===== src/rtl/dcache_sram_arbiter.sv =====
// dcache_sram_arbiter
//   Shares one single-port SRAM macro between the core load/store port (a)
//   and the refill port (b). After reset an optional sweep writes zero to
//   every word. The block then arbitrates round-robin between the two
//   request ports and returns one response per accepted request, READ_LAT
//   cycles after the accept.
//
// Ports
//   clk_i, rst_i            clock, asynchronous active-high reset
//   req_*_a / req_*_b       valid/ready request channels (we, addr, wdata, wmask)
//   resp_valid_x/rdata_x    one-cycle response pulse per accepted request
//   csb_o, web_o            SRAM select / write enable (both active-low)
//   wmask_o, addr_o,
//   wdata_o, rdata_i        SRAM byte mask, address, write data, read data
//   init_done_o             high while the controller is in RUN
module dcache_sram_arbiter #(
  parameter int ADDR_WIDTH = 11,
  parameter int DATA_WIDTH = 32,
  parameter int READ_LAT   = 1,
  parameter int INIT_ZERO  = 1
) (
  input  logic                  clk_i,
  input  logic                  rst_i,

  input  logic                  req_valid_a,
  output logic                  req_ready_a,
  input  logic                  req_we_a,
  input  logic [ADDR_WIDTH-1:0] req_addr_a,
  input  logic [DATA_WIDTH-1:0] req_wdata_a,
  input  logic [3:0]            req_wmask_a,

  input  logic                  req_valid_b,
  output logic                  req_ready_b,
  input  logic                  req_we_b,
  input  logic [ADDR_WIDTH-1:0] req_addr_b,
  input  logic [DATA_WIDTH-1:0] req_wdata_b,
  input  logic [3:0]            req_wmask_b,

  output logic                  resp_valid_a,
  output logic [DATA_WIDTH-1:0] resp_rdata_a,
  output logic                  resp_valid_b,
  output logic [DATA_WIDTH-1:0] resp_rdata_b,

  output logic                  csb_o,
  output logic                  web_o,
  output logic [3:0]            wmask_o,
  output logic [ADDR_WIDTH-1:0] addr_o,
  output logic [DATA_WIDTH-1:0] wdata_o,
  input  logic [DATA_WIDTH-1:0] rdata_i,

  output logic                  init_done_o
);

  typedef enum logic {
    ST_INIT = 1'b0,
    ST_RUN  = 1'b1
  } state_t;

  localparam state_t              RST_STATE = (INIT_ZERO != 0) ? ST_INIT : ST_RUN;
  localparam logic [ADDR_WIDTH:0] LAST_ADDR = {1'b0, {ADDR_WIDTH{1'b1}}};
  localparam logic [ADDR_WIDTH:0] CNT_ONE   = {{ADDR_WIDTH{1'b0}}, 1'b1};

  state_t              state_q, state_d;
  logic [ADDR_WIDTH:0] cnt_q, cnt_d;
  logic                rr_q, rr_d;
  logic                init_act, run_act;
  logic                grant_a, grant_b;

  logic                vld_p  [READ_LAT];
  logic                port_p [READ_LAT];
  logic                we_p   [READ_LAT];

  assign init_act    = (state_q == ST_INIT) && !rst_i;
  assign run_act     = (state_q == ST_RUN)  && !rst_i;
  assign init_done_o = run_act;
  assign req_ready_a = grant_a;
  assign req_ready_b = grant_b;

  always_ff @(posedge clk_i or posedge rst_i) begin
    if (rst_i) begin
      state_q <= RST_STATE;
      cnt_q   <= '0;
      rr_q    <= 1'b0;
    end else begin
      state_q <= state_d;
      cnt_q   <= cnt_d;
      rr_q    <= rr_d;
    end
  end

  // accept stage: sweep / arbitration and SRAM command
  always_comb begin
    state_d = state_q;
    cnt_d   = cnt_q;
    rr_d    = rr_q;
    grant_a = 1'b0;
    grant_b = 1'b0;
    csb_o   = 1'b1;
    web_o   = 1'b1;
    wmask_o = '0;
    addr_o  = '0;
    wdata_o = '0;
    if (init_act) begin
      csb_o   = 1'b0;
      web_o   = 1'b0;
      wmask_o = 4'hF;
      addr_o  = cnt_q[ADDR_WIDTH-1:0];
      cnt_d   = cnt_q + CNT_ONE;
      if (cnt_q == LAST_ADDR) begin
        state_d = ST_RUN;
      end
    end else if (run_act) begin
      grant_a = req_valid_a && (!req_valid_b || !rr_q);
      grant_b = req_valid_b && (!req_valid_a ||  rr_q);
      if (grant_a) begin
        csb_o   = 1'b0;
        web_o   = ~req_we_a;
        wmask_o = req_wmask_a;
        addr_o  = req_addr_a;
        wdata_o = req_wdata_a;
        rr_d    = 1'b1;
      end else if (grant_b) begin
        csb_o   = 1'b0;
        web_o   = ~req_we_b;
        wmask_o = req_wmask_b;
        addr_o  = req_addr_b;
        wdata_o = req_wdata_b;
        rr_d    = 1'b0;
      end
    end
  end

  // in-flight stages 0 .. READ_LAT-1
  always_ff @(posedge clk_i or posedge rst_i) begin
    if (rst_i) begin
      for (int i = 0; i < READ_LAT; i++) begin
        vld_p[i]  <= 1'b0;
        port_p[i] <= 1'b0;
        we_p[i]   <= 1'b0;
      end
    end else begin
      vld_p[0]  <= grant_a | grant_b;
      port_p[0] <= grant_b;
      we_p[0]   <= grant_a ? req_we_a : (grant_b & req_we_b);
      for (int i = 1; i < READ_LAT; i++) begin
        vld_p[i]  <= vld_p[i-1];
        port_p[i] <= port_p[i-1];
        we_p[i]   <= we_p[i-1];
      end
    end
  end

  // response stage: SRAM data lines up with the last in-flight stage
  assign resp_valid_a = vld_p[READ_LAT-1] && !port_p[READ_LAT-1];
  assign resp_valid_b = vld_p[READ_LAT-1] &&  port_p[READ_LAT-1];
  assign resp_rdata_a = (resp_valid_a && !we_p[READ_LAT-1]) ? rdata_i : '0;
  assign resp_rdata_b = (resp_valid_b && !we_p[READ_LAT-1]) ? rdata_i : '0;

endmodule


===== config.mk =====
export PLATFORM = sky130hd
export DESIGN_NAME = dcache_sram_arbiter
export DESIGN_NICKNAME = d
export VERILOG_FILES = /design/src/rtl/dcache_sram_arbiter.sv
export SDC_FILE = /design/constraint.sdc
export NUM_CORES = 1
export LEC_CHECK = 0
export CORE_AREA = 4 4 96 98
export CTS_BUF_LIST = sky130_fd_sc_hd__clkbuf_4
export DETAILED_ROUTE_END_ITERATION = 16
export DIE_AREA = 0 0 100 102
export DONT_BUFFER_PORTS = 1
export GPL_ROUTABILITY_DRIVEN = 1
export PLACE_DENSITY = 0.41
export SETUP_SLACK_MARGIN = 0.02
export SLEW_MARGIN = 30
export SYNTH_ARGS = -nofsm -noshare
export SYNTH_HDL_FRONTEND = slang
export SYNTH_SLANG_ARGS = --single-unit

===== constraint.sdc =====
create_clock -name clk_i -period 3.26 [get_ports clk_i]
set_input_delay 0.978 -clock clk_i [delete_from_list [all_inputs] [get_ports clk_i]]
set_output_delay 0.978 -clock clk_i [all_outputs]
set_load 0.01 [all_outputs]

; ---- After elaboration in Yosys (flattened, before gate mapping)
; Cells that the tools add are included.
; W data, S select, Z words.
[totals]
regBits = 17
latch_bits = 0
mem_bits_rw = 0
romBits = 0
input_bits = 132
output_inout_bits = 118
word_cells = 62
mem_count = 0
[classes]
add_sub_neg = 1
n_mul = 0
n_div = 0
n_lt_le_gt_ge = 0
eq_ne = 1
n_shift = 0
n_mux = 29
bitwise = 6
reduce_logical = 19
[ops]
columns = cell, n
row1 = $mux W32, 6
row2 = $mux W11, 4
row3 = $mux W4, 4
row4 = $mux W1, 15
row5 = $add A12 B1 Y12 const B, 1
row6 = $eq A12 B11 Y1 const B, 1
row7 = $logic_and A1 B1 Y1, 8
row8 = $logic_not A1 Y1, 6
row9 = $not A1 Y1, 4
row10 = $reduce_and A3 Y1, 1
row11 = $logic_or A1 B1 Y1, 2
row12 = $reduce_and A2 Y1, 1
row13 = $reduce_bool A2 Y1, 1
row14 = $and A1 B1 Y1, 1
row15 = $or A1 B1 Y1, 1

; ---- Logic depth before layout (Yosys ltp)
; Gate-level depths: netlist of run 1.
[logic_depth]
word_depth = 7
ltp_mapped = 5
ltp_nobuf = 4

; ---- Worst setup path before layout of run 1
; OpenSTA, ideal clock, no wires.
[synth_path]
path_kind = input to output
start = input rst_i
end = output addr_o[2]
t_arrival_ns = 1.811
t_required_ns = 2.282
setup_slack_ns = 0.471
cell_stages = 5
n_path_buf = 2
cell_sequence = buf_2 -> nor2_1 -> buf_2 -> and2_1 -> a221o_1
[synth_via]
elab_chain_cells = 4
word_cells_on_any_way = 5
classes_between = mux (2) / reduce/logical (3)
[synth_rtl]
columns = item, line
row1 = "start, declared", 23  ; input logic rst_i,
row2 = $logic_not A1 Y1 (no line) (*), n/a
row3 = $logic_and A1 B1 Y1, 74  ; assign run_act = (state_q == ST_RUN) && !rst_i;
row4 = $mux W11, 112  ; end else if (run_act) begin
row5 = $mux W11 (*), 103  ; if (init_act) begin
row6 = "end, declared", 47  ; output logic [ADDR_WIDTH-1:0] addr_o,
; Mark *: on every way between the ends. The rest lies on a longest branch, timed or not.

; ---- Worst setup path after layout of run 1
[layout_path]
start = input rst_i
end = output wdata_o[17]
[layout_via]
elab_chain_cells = 4
word_cells_on_any_way = 5
classes_between = mux (2) / reduce/logical (3)
[layout_rtl]
columns = item, line
row1 = $logic_not A1 Y1 (no line) (*), n/a
row2 = $logic_and A1 B1 Y1, 74
row3 = $mux W32, 112
row4 = $mux W32 (*), 103
row5 = "end, declared", 48  ; output logic [DATA_WIDTH-1:0] wdata_o,
; Marked as above.

==> results.txt, run 1 <==
clk_skew = 5.668 ps
min cycle time layout = 2977 ps
most common cell after layout, fill and taps aside = and2_1
Slew Viols, Final = 0
IO Pins = 250
Synth async-reset ratio = 100.0%
worst slack, placed = 259.2 ps
post-synth net total = 349
share of post-route cells with drive strength above 1 = 11.48%
wire per inst = 23.63 um
initial antenna violation count = 0
core area = 8466 um2
HP Class = register to register
cts hold-fix bufs = 0
P_leak = 0.8134 nW
Final Net Count = 343
Root Driver = clkbuf_4
first-pass GRT wire length = 9784 um
predominant post-synthesis flop cell = dfrtp_1
commonest cells after routing, fill and taps aside = and2_1 (77), a22o_1 (33), dfrtp_1 (17), a221o_1 (11), xnor2_1 (10)
Max VDD drop = 0.2428 mV
CTS tree = yes
GRT Util Overall = 12.51%
HPWL Detailed = 6321 um
Critical Path RT = 2280 ps
cts repair resizes = 0
Num CTS Buffers = 3
Fin. Hold Viols = 0
PwrDens = 296.0 nW/um2
die height = 102 um
initial core utilization = 21.83%
clk sinks = 17
Syn. warnings = 0
CP Cell Sequence = nor2b_4, and3_2, buf_12, a22o_1
Yosys reg bits = 17
Slew headroom = 45.05%
Worst Setup Path Type = input port to output port
GRT overflow = 0
Total Wirelength = 7492 um
critical path peak fanout = 33
Post-DRT Antenna Nets = 0
RSZ-0062 raised after global routing = false
Reg2Reg Setup Slack = 1700 ps
Iteration-0 DRC Markers = 45
hold endpoint = cnt_q[9]$_DFFE_PP0P_
Max stage delay on crit path = 380 ps
Post-route DRC = 0
H-tree Lvls = 1
# diodes = 0
Clock Latency Late Sink = 290 ps
Post-CTS Setup Repair Bufs = 0
worst-margin pin slew = 824.3 ps
Worst Slack Setup Final = 283.2 ps
MaxCap Viol Count = 0
DR vias = 1,720
Die Wd = 100 um
PortBufs = 0
area of the die = 10,200 um2
Synth Area per Inst = 8.556 um2
Top Family by Delay on Critical Path = simple AND/OR/NAND/NOR gates
number of synthesized flops with an enable pin = 0
CTS max path bufs = 2
Synth Cell Area = 1848 um2
critical path's slowest cell = and3_2
reg2reg end = we_p$_DFF_PP0_
crit end category = output port
number of global-route vias before repair = 1,661
largest net degree at the start of global routing = 34
hold path depth = 1
drt first pass iters = 5
Peak Freq = 335.9 MHz
WP data arrival = 2000 ps
routed vias/inst = 5.426
Worst setup SP type = input port
sequential cell area fraction in the yosys report = 23.02%
Synth Instances = 216
clock-pin slew on the worst setup and hold paths = 100 ps
total negative slack = 0 ps
# rows = 34
outcome = completed
R2R depth = 5
R2R Path Start = state_q$_DFFE_PP0P_
CP Buf/Inv Count = 1
min-delay src = cnt_q[9]$_DFFE_PP0P_
Area Overhead vs Synth = 8.598%
GPL Wtd Cong = 0.7271
Final Cycle Share = 91.31%
final setup vio count = 0
count of cell types in the netlist = 34
## where the power goes
part | internal [mW] | switching [mW]
clock network | 0.0558 | 0.0660
registers | 0.252 | 0.0666
logic | 0.0809 | 0.0722
## metrics by stage
step	cell area, um2	power [mW]	cells	util, %	hold WS [ps]
2_1_floorplan	1848	0.4388	216	-	459.7
3_3_place_gp	1977	0.4801	313	23.35	487.6
3_5_place_dp	1977	0.4777	313	23.35	497.7
4_1_cts	2007	0.6072	317	23.71	514.9
5_1_grt	2007	0.6439	317	23.71	541.4
6_report	2007	0.5940	317	23.71	513.3
## synth_stat cells, types with 2 or more instances
| library cell | number | area, um2 |
|---|---|---|
| and4bb_2 | 2 | 25.02 |
| nand2_1 | 7 | 26.28 |
| buf_4 | 2 | 15.01 |
| buf_2 | 10 | 50.05 |
| and2_1 | 77 | 481.7 |
| nand3_1 | 3 | 15.01 |
| a22o_1 | 33 | 289.0 |
| a221o_1 | 11 | 110.1 |
| a31oi_1 | 4 | 25.02 |
| inv_1 | 4 | 15.01 |
| nor2_1 | 2 | 7.510 |
| dfrtp_1 | 17 | 425.4 |
| nand4_1 | 5 | 31.28 |
| xnor2_1 | 10 | 87.58 |
| clkbuf_1 | 6 | 22.52 |
| o2bb2ai_1 | 4 | 35.03 |
| and3_1 | 2 | 12.51 |
## worst max path at each step
stage           from  slack [ps]  cells past startpoint     endpoint
2_1_floorplan  rst_i         470                      5    addr_o[2]
3_3_place_gp   rst_i         280                      4  wdata_o[17]
6_report       rst_i         280                      4  wdata_o[17]
3_5_place_dp   rst_i         260                      4  wdata_o[17]
4_1_cts        rst_i         260                      4  wdata_o[17]
5_1_grt        rst_i         210                      4  wdata_o[17]
## state kept, by name, summed over array words and instances, names as in the netlist
register / cells
cnt_q: 12
port_p: 1
rr_q: 1
state_q: 1
vld_p: 1
we_p: 1
## kinds of logic after synthesis
group                      after synthesis  synth area share, %
DFF                                     17                23.02
and+or+nand+nor                        108                37.78
AOI/OAI and AO/OA                       55                26.54
xor gates and xnor gates                11                5.213
adders and majority gates                1               0.6769
buffers and inverters                   23                6.161
muxes                                    1               0.6093
## routing by layer
metal / global-route usage [%] / up-vias / wire, um
li1: - / 770 / -
met1: 15.73 / 845 / 2901
met2: 21.55 / 103 / 3845
met3: 3.345 / 2 / 716
met4: 2.798 / 0 / 29
met5: 0 / - / 0
## layout make-up
type / instances / area [um2]
fill: 938 / 6459
sequential: 17 / 425.4
inverter: 4 / 15.01
multi-input combinational: 176 / 1316
tap: 108 / 135.1
timing repair buffer: 8 / 85.08
clock buffer: 4 / 30.03
(Power assumes the default switching activity.)
==> inputs of run 2 (changes only) <==
--- a/config.mk
+++ b/config.mk
@@ -12,7 +12,7 @@
 export DONT_BUFFER_PORTS = 1
 export GPL_ROUTABILITY_DRIVEN = 1
 export PLACE_DENSITY = 0.41
-export SETUP_SLACK_MARGIN = 0.02
+export SETUP_SLACK_MARGIN = 0.15
 export SLEW_MARGIN = 30
 export SYNTH_ARGS = -nofsm -noshare
 export SYNTH_HDL_FRONTEND = slang
==> results of run 2 <==
Final layout, timing and power as in run 1 (identical DEF).
==> inputs of run 3 (changes only) <==
--- a/config.mk
+++ b/config.mk
@@ -12,8 +12,10 @@
 export DONT_BUFFER_PORTS = 1
 export GPL_ROUTABILITY_DRIVEN = 1
 export PLACE_DENSITY = 0.41
+export REMOVE_ABC_BUFFERS = 1
 export SETUP_SLACK_MARGIN = 0.15
 export SLEW_MARGIN = 30
 export SYNTH_ARGS = -nofsm -noshare
 export SYNTH_HDL_FRONTEND = slang
 export SYNTH_SLANG_ARGS = --single-unit
+export TNS_END_PERCENT = 20
==> constraint.sdc (replaced) <==
create_clock -name clk_i -period 3 [get_ports clk_i]
set_input_delay 0.9 -clock clk_i [delete_from_list [all_inputs] [get_ports clk_i]]
set_output_delay 0.9 -clock clk_i [all_outputs]
set_load 0.01 [all_outputs]
==> results.txt, run 3 (synthesis gave the netlist of run 1 again) <==
outcome = completed
cts hold-fix bufs = 0 (unchanged)
Post-DRT Antenna Nets = 0 (unchanged)
CP Depth = 4 (unchanged)
cts repair resizes = 0 (unchanged)
# rows = 34 (unchanged)
Critical Path RT = 2100 ps (-180 ps)
final core utilization = 23.46% (-0.25 points)
MaxCap Viol Count = 0 (unchanged)
P_leak = 0.7953 nW (-2.2%)
PwrDens = 326.5 nW/um2 (+10%)
largest net degree at the start of global routing = 52 (+53%)
clk sinks = 17 (unchanged)
worst-margin pin slew = 823.1 ps (-1.233 ps)
HP Class = register to register
HPWL Detailed = 6102 um (-3.5%)
GRT overflow = 0 (unchanged)
initial antenna violation count = 0 (unchanged)
# diodes = 0 (unchanged)
IO Pins = 250 (unchanged)
Post-CTS Setup Repair Bufs = 0 (unchanged)
core area = 8466 um2 (unchanged)
H-tree Lvls = 1 (unchanged)
most common cell after layout, fill and taps aside = and2_1
Total Wirelength = 7355 um (-1.8%)
Slew headroom = 45.13% (+0.082 points)
R2R depth = 4 (-1)
share of post-route cells with drive strength above 1 = 10.68% (-0.80 points)
max reg flops = 12 (unchanged)
critical path's slowest cell = a22o_1
CP Cell Sequence = nor2b_4, and3_2, buf_12, a22o_1
PortBufs = 0 (unchanged)
clock-pin slew on the worst setup and hold paths = 110 ps (about the same)
number of global-route vias before repair = 1,548 (-6.8%)
Die Wd = 100 um (unchanged)
worst slack, placed = 247.8 ps (-11.44 ps)
CTS max path bufs = 2 (unchanged)
first-pass GRT wire length = 9411 um (-3.8%)
Top reg by flops = cnt_q
critical path peak fanout = 51 (+55%)
Fin. Hold Viols = 0 (unchanged)
final setup vio count = 0 (unchanged)
CP Buf/Inv Count = 1 (unchanged)
Area Overhead vs Synth = 7.447%
Post-route DRC = 0 (unchanged)
Worst Slack Setup Final = 259.8 ps (-23.40 ps)
WP data arrival = 1840 ps (-160 ps)
GPL Wtd Cong = 0.7026 (-3.4%)
Worst Setup Path Type = input port to output port
Max stage delay on crit path = 310 ps (-70 ps)
hold path depth = 1 (unchanged)
Iteration-0 DRC Markers = 61 (+36%)
commonest cells after routing, fill and taps aside = and2_1 (77), a22o_1 (33), dfrtp_1 (16), a221o_1 (11), xnor2_1 (10)
Final Net Count = 340 (-0.87%)
filler cell count in the final layout = 941 (+0.32%)
Worst setup SP type = input port
CTS tree = yes
Clock Latency Late Sink = 290 ps (about the same)
clk_skew = 15.92 ps (+10.25 ps)
drt first pass iters = 4 (-1)
Peak Freq = 364.9 MHz
GRT Util Overall = 12.06% (-0.46 points)
DR vias = 1,720 (unchanged)
Final Cycle Share = 91.34%
Num CTS Buffers = 3 (unchanged)
Top Family by Delay on Critical Path = simple AND/OR/NAND/NOR gates
Slew Viols, Final = 0 (unchanged)
RSZ-0062 raised after global routing = false
Root Driver = clkbuf_4
area of the die = 10,200 um2 (unchanged)
crit end category = output port
initial core utilization = 21.83% (unchanged)
die height = 102 um (unchanged)
wire per inst = 23.42 um (-0.89%)
Max VDD drop = 0.2686 mV (+11%)
routed vias/inst = 5.478 (+0.96%)
min cycle time layout = 2740 ps
-- run 3: path summary, 6_finish.rpt --
path	start	end	slack, ps
setup / recovery	rst_i	wdata_o[20]	260
hold / removal	cnt_q[9]$_DFFE_PP0P_	cnt_q[9]$_DFFE_PP0P_	500
setup reg to reg	cnt_q[0]$_DFFE_PP0P_	state_q$_DFFE_PP0P_	1570
hold reg to reg	cnt_q[9]$_DFFE_PP0P_	cnt_q[9]$_DFFE_PP0P_	500
max in group asynchronous	rst_i	state_q$_DFFE_PP0P_	2260
min in group asynchronous	rst_i	cnt_q[3]$_DFFE_PP0P_	510
-- run 3: stage by stage --
| stage | TNS, ps | cells | power, mW | area, um2 | hold slack [ps] |
|---|---|---|---|---|---|
| after floorplan | -14810 | 197 | 0.4746 | 1749 | 459.7 |
| after global placement | 0 | 310 | 0.5203 | 1954 | 492.7 |
| after detailed placement | 0 | 310 | 0.5206 | 1954 | 495.3 |
| after CTS | 0 | 314 | 0.6559 | 1984 | 509.6 |
| after global routing | 0 | 314 | 0.6898 | 1986 | 530.0 |
| final | 0 | 314 | 0.6483 | 1986 | 504.4 |
-- run 3: layer usage --
layer  GRT usage (%)  up-vias  share of wire (%)
met4           1.554        0               0.18
met5               0        -                  0
met1           15.61      862                 39
met2           21.70       96                 53
li1                -      760                  -
met3           1.980        2                7.7
-- run 3: final cells by class --
| cell class | instances | area, um2 | share of cell area (%) |
|---|---|---|---|
| Timing Repair Buffer | 5 | 62.56 | 3.151 |
| Tap cell | 108 | 135.1 | 6.805 |
| Sequential cell | 17 | 426.7 | 21.49 |
| Clock buffer | 4 | 30.03 | 1.512 |
| Inverter | 4 | 15.01 | 0.7561 |
| Multi-Input combinational cell | 176 | 1316 | 66.29 |
-- run 3: worst register-to-register path, stage by stage (launching register included) --
cell and delay [ps]:
dfrtp_1 520, ha_1 260, nand2_1 100, nor4_4 310, a31o_2 190
-- run 3: report_power, final --
group          internal (mW)  switching (mW)
logic                 0.0885          0.0780
clock network         0.0606          0.0732
registers              0.274          0.0738
